`config.mk`:
```
export PLATFORM = sky130hd
export DESIGN_NAME = debounce_counter
export DESIGN_NICKNAME = d
export VERILOG_FILES = /design/src/rtl/debounce_counter.sv
export SDC_FILE = /design/constraint.sdc
export NUM_CORES = 1
export LEC_CHECK = 0
export CAP_MARGIN = 10
export CORE_AREA = 2 2 39 41
export DETAILED_ROUTE_END_ITERATION = 12
export DIE_AREA = 0 0 41 43
export SETUP_SLACK_MARGIN = 0.05
export SLEW_MARGIN = 5
export SYNTH_ARGS = -nofsm -noshare
export SYNTH_HDL_FRONTEND = slang
export SYNTH_SLANG_ARGS = --single-unit
```
`constraint.sdc`:
```
create_clock -name clk -period 0.9 [get_ports clk]
set_input_delay 0.18 -clock clk [delete_from_list [all_inputs] [get_ports clk]]
set_output_delay 0.18 -clock clk [all_outputs]
set_load 0.01 [all_outputs]
```
`src/rtl/debounce_counter.sv`:
```
// N-channel debouncer: a synchroniser per input, a shared sample-tick prescaler, and a per-channel
// stability counter. The clean level follows only after STABLE_TICKS agreeing ticks.
module debounce_counter #(
  parameter int N            = 1,
  parameter int SYNC_STAGES  = 2,
  parameter int STABLE_TICKS = 4,
  parameter int TICK_DIV     = 1
) (
  input  logic         clk,
  input  logic         clr_n,
  input  logic         en,
  input  logic [N-1:0] in,
  output logic [N-1:0] out,
  output logic [N-1:0] rise,
  output logic [N-1:0] fall
);

  localparam int CNT_W = (STABLE_TICKS > 1) ? $clog2(STABLE_TICKS) : 1;
  localparam int DIV_W = (TICK_DIV > 1) ? $clog2(TICK_DIV) : 1;
  localparam logic [CNT_W-1:0] CNT_LAST = CNT_W'(STABLE_TICKS - 1);
  localparam logic [DIV_W-1:0] DIV_LAST = DIV_W'(TICK_DIV - 1);

  logic [SYNC_STAGES-1:0][N-1:0] r_sync;
  logic [DIV_W-1:0]              r_div;
  logic [N-1:0][CNT_W-1:0]       r_cnt;
  logic [N-1:0]                  r_out;
  logic [N-1:0]                  r_rise;
  logic [N-1:0]                  r_fall;

  logic                          w_tick;
  logic [N-1:0]                  w_syn;
  logic [N-1:0][CNT_W-1:0]       w_cnt_nxt;
  logic [N-1:0]                  w_out_nxt;
  logic [N-1:0]                  w_rise_nxt;
  logic [N-1:0]                  w_fall_nxt;

  assign w_syn  = r_sync[SYNC_STAGES-1];
  assign w_tick = en & (r_div == DIV_LAST);

  // The synchroniser keeps sampling while disabled so the level is current when en returns.
  // NOTE: sequential state uses non-blocking assignments so every flop samples pre-edge values.
  always_ff @(posedge clk) begin
    if (!clr_n) begin
      r_sync <= '0;
    end else begin
      r_sync[0] <= in;
      for (int k = 1; k < SYNC_STAGES; k++) begin
        r_sync[k] <= r_sync[k-1];
      end
    end
  end

  always_ff @(posedge clk) begin
    if (!clr_n) begin
      r_div <= '0;
    end else if (en) begin
      r_div <= (r_div == DIV_LAST) ? '0 : r_div + DIV_W'(1);
    end
  end

  // NOTE: every combinational output gets a default first, so no path can infer a latch.
  always_comb begin
    w_cnt_nxt  = r_cnt;
    w_out_nxt  = r_out;
    w_rise_nxt = '0;
    w_fall_nxt = '0;
    if (en) begin
      for (int i = 0; i < N; i++) begin
        if (w_syn[i] == r_out[i]) begin
          // Any bounce back to the accepted level restarts the qualification.
          w_cnt_nxt[i] = '0;
        end else if (w_tick) begin
          if (r_cnt[i] == CNT_LAST) begin
            w_out_nxt[i]  = w_syn[i];
            w_cnt_nxt[i]  = '0;
            w_rise_nxt[i] = w_syn[i];
            w_fall_nxt[i] = ~w_syn[i];
          end else begin
            w_cnt_nxt[i] = r_cnt[i] + CNT_W'(1);
          end
        end
      end
    end
  end

  always_ff @(posedge clk) begin
    if (!clr_n) begin
      r_cnt  <= '0;
      r_out  <= '0;
      r_rise <= '0;
      r_fall <= '0;
    end else begin
      r_cnt  <= w_cnt_nxt;
      r_out  <= w_out_nxt;
      r_rise <= w_rise_nxt;
      r_fall <= w_fall_nxt;
    end
  end

  assign out  = r_out;
  assign rise = r_rise;
  assign fall = r_fall;

endmodule
```
* After elaboration in Yosys (flattened, before gate mapping) *
Cells that the tools add are included.

storage, ports and cells
  bits in registers = 8
  input bits = 4
  output and inout bits = 3
  word-level logic and storage cells = 27

operators by class
  muxes and demuxes = 4
  bitwise logic cells = 8
  reduce and logical (&&, ||, !) cells = 4
  eq/ne operators = 2
  add/subtract/negate cells = 2

operators with widths
  kind                   number
  $not A1 Y1             7
  $mux W2                3
  $reduce_or A5 Y1       1
  $reduce_and A4 Y1      1
  $add A2 B1 Y2 const B  1
  $eq A2 B2 Y1 const B   1
  $reduce_and A2 Y1      1
  $reduce_bool A2 Y1     1
  $add A1 B1 Y1 const B  1
  $and A1 B1 Y1          1
  $eq A1 B1 Y1           1
  $mux W1                1

* Longest topological paths before layout *
  depth after elaboration = 4
  depth in mapped cells = 3
  mapped depth without buffers = 3

* Least setup slack after synthesis *
OpenSTA, ideal clock, no wires.

  path type = flip-flop to flip-flop
  from = register r_cnt[0] in the netlist's numbering
  to = register r_out, in the netlist out
  cell stages (with the launch flop) = 4
  library setup time = 0.115 ns
  period minus slack after synthesis = 0.981 ns
  path buffers = 0
  slack = -0.081 ns
  arrival = 0.866 ns
  path through = dfxtp_1 -> ha_1 -> and3_1 -> o21a_1

on the way
  cells in the longest elaborated chain, start to end = 2

RTL lines
  what                         line  RTL
  from (decl)                  25    logic [N-1:0][CNT_W-1:0] r_cnt;
  from (signal assigned)       93    r_cnt <= w_cnt_nxt;
  $eq A2 B2 Y1                 73    if (r_cnt[i] == CNT_LAST) begin
  $reduce_and A4 Y1 (no line)  --
  to (signal assigned)         94    r_out <= w_out_nxt;
  to (decl)                    26    logic [N-1:0] r_out;

No other way between the ends.
A chain may end at the register's enable or synchronous reset.

* Worst setup path in the final report *
Same ends and word-level chain as after synthesis.

==> results.py <==
metrics = {
    "yosys": {
        "yosysMostFrequentCell": "dfxtp_1",
        "async_flop_share_pct": 0,
        "synth-edff-count": 0,
        "post_synth_num_cell_types": 13,
        "synth.area.top_cells": "dfxtp_1, o41ai_2, nand3b_1",
        "yosysTopAreaCellShare_pct": 53.8,
        "synth_seq_area_share_pct": 53.8,
        "syn-num-nets": 28,
        "syn_area_um2": 260,
        "ys_top_cells_by_count": "dfxtp_1, and2_1, nand3_1, nand3b_1, nor3b_1",
        "postSynthCellCount": 23,
        "syn_area_per_cell_um2": 11.3,
        "synth_largest_area_cell": "dfxtp_1",
        "yosysWarningCount": 0,
        "ys.flop_type": "dfxtp_1",
        "ys_seq_elements": 7,
    },
    "pwr": {
        "power.internal_mw": 0.508,
        "power_frac_comb_pct": 6.0,
        "power.leakage_nw": 0.167,
        "total_power_mw": 0.645,
        "power_density_nw_per_um2": 1450,
        "vdd_drop_max_mv": 0.474,
        "p_seq_share_pct": 49.9,
        "power.switching_mw": 0.136,
        "pwr-share-clk_pct": 44.1,
        "switching_share_pct": 21.2,
    },
    "timing": {
        "rsz0062_at_grt": "true",
        "hold_ws_ns": 0.408,
        "period_minus_slack_ns": 0.910,
        "fin_crit_sh_pct": 101,
        "slew_viol_final": 0,
        "tightest_slew_ns": 0.237,
        "hold_violations": 0,
        "setup_violations": 1,
        "layout_setup_ws_ns": -0.00954,
        "fin_skew_ns": 0.00303,
        "max_freq_ghz": 1.10,
        "relSlewSlack_pct": 84.2,
    },
    "critical_path": {
        "cp_max_fo": 4,
        "crit_path_end_kind": "register",
        "worstPathRequired_ns": 1.05,
        "timing_worst_setup_path_type": "register to register",
        "cp_data_arrival_time_ns": 1.06,
        "crit_path_start_kind": "register",
    },
    "drt": {
        "antenna_left": 0,
        "viasPerCell": 4.23,
        "via_count": 220,
        "avgRoutedWirePerCell_um": 10.3,
        "drc": 0,
        "drt_iter0_markers": 5,
        "first_pass_iters": 2,
        "routed_wl_um": 533,
    },
    "global_routing": {
        "track_usage_pct": 8.36,
        "grtUsageMet1_pct": 10.1,
        "met2_usage_pct": 9.69,
        "grt-busiest-layer": "met1",
        "grt_max_degree": 8,
        "grt_pass1_wl_um": 910,
        "grt_pass1_vias": 215,
        "overflow": 0,
        "antenna_found_initial": 0,
        "met3_usage_pct": 3.14,
    },
    "clocking": {
        "cts_root_buf": "clkbuf_4",
        "cts_tree": "done",
        "cts_buffers": 3,
        "cts_setup_buffers": 0,
        "clk_latency_ns": 0.25,
        "clock_sinks": 7,
        "path_clk_slew_ns": 0.05,
        "clockBufferDepth": 2,
        "cts_max_level": 1,
    },
    "placed_design": {
        "dp.final_hpwl_um": 382,
        "portBuffers": 6,
        "placed_cells": 48,
        "gp_congestion": 0.716,
        "dp_slack_ns": -0.274,
    },
    "min_path": {
        "hold_class": "input port to register",
    },
    "layout": {
        "drive_above_1_share_pct": 58.3,
        "nNetsFinal": 42,
        "n_antenna_cell": 0,
        "finalNonFillerCells": 52,
        "area_growth_pct": 70.7,
        "final.fill_count": 137,
    },
    "outcome": {
        "status": "complete, but fails checks",
        "violations": "setup timing",
    },
    "die": {
        "die_area_um2": 1760,
        "chipHeight_um": 43,
        "start_util_pct": 18.8,
        "design.core.area_um2": 1380,
        "die_w_um": 41,
        "rows": 14,
        "pin_count": 7,
    },
    "job": {
        "cap_violations": 0,
    },
}
layout by cell type (no fill, tap or decap):
cell type and count:
dfxtp_2 5, clkbuf_4 3, buf_6 3, and2_1 2, nand3b_1 2, dlygate4sd2_1 2
buf_4 2, dfxtp_1 2, nand3_1 1, nor3b_2 1, xnor2_4 1, nand2_1 1
o41ai_2 1, nand3_2 1, o21ai_2 1, and3_4 1, a21boi_0 1, o21a_1 1
nor3b_1 1, ha_4 1, clkbuf_1 1, clkdlybuf4s50_1 1, buf_2 1
state kept, by name (all words and copies together), names as in the netlist:
name	count
rise	1
w_syn	1
r_sync	1
out	1
fall	1
r_cnt	2
worst max-delay path: stages (launching register included):
cell     delay [ns]
dfxtp_2        0.33
ha_4           0.17
and3_4         0.16
o21a_1         0.15
cell families (layout without fill, tap and decap cells):
logic type	after synthesis	in the layout	synth area share [%]
AND/OR/NAND/NOR	10	10	24.0
flip-flops	7	7	53.8
AO/OA/AOI/OAI	4	4	13.9
adder cells (fa/ha/maj)	1	1	4.81
XOR/XNOR	1	1	3.37
buffers and inverters	0	13	0
power groups by stage:
stage	combinational (mW)	clock, mW	sequential [mW]
floorplan	0.0100	0	0.326
global placement	0.0364	0	0.326
detailed placement	0.0370	0	0.326
CTS	0.0368	0.301	0.321
global route	0.0430	0.312	0.322
finish	0.0384	0.284	0.322
area by class of cell:
| type | count | area (µm²) | share of cell area [%] |
|---|---|---|---|
| multi-input combinational | 16 | 170 | 38.3 |
| clock buffer | 4 | 26.3 | 5.92 |
| sequential | 7 | 146 | 33.0 |
| tap | 16 | 20.0 | 4.51 |
| timing repair buffer | 9 | 81.3 | 18.3 |
path summary, 6_finish.rpt:
path                            cells past startpoint  slack (ns)      start       end
worst max register to register                      3       -0.01   r_cnt[0]       out
worst min register to register                      1        0.44  r_sync[0]     w_syn
worst min-delay path                                3        0.41         en  r_cnt[1]
worst max-delay path                                3       -0.01   r_cnt[0]       out
metrics by stage:
stage	util, %	TNS (ns)	cell area [µm²]
finish	32.1	-0.00954	444
global route	32.1	-0.0604	444
CTS	30.8	-0.0142	427
detailed placement	27.7	-1.87	383
global placement	27.7	-1.83	383
floorplan	-	0	280
routing by layer:
layer / share of wire [%] / wire length [µm]
met1: 44 / 232
met2: 48 / 258
met3: 4.3 / 23
met4: 3.6 / 19
met5: 0 / 0
what timing repair did:
action	in CTS	in global routing
pin swaps	3	1
setup endpoints to repair	9	8
gates cloned	0	0
resized for setup	21	5
hold endpoints to repair	0	0
hold buffers	0	0
No activity file was read; power rests on OpenSTA's default activity.
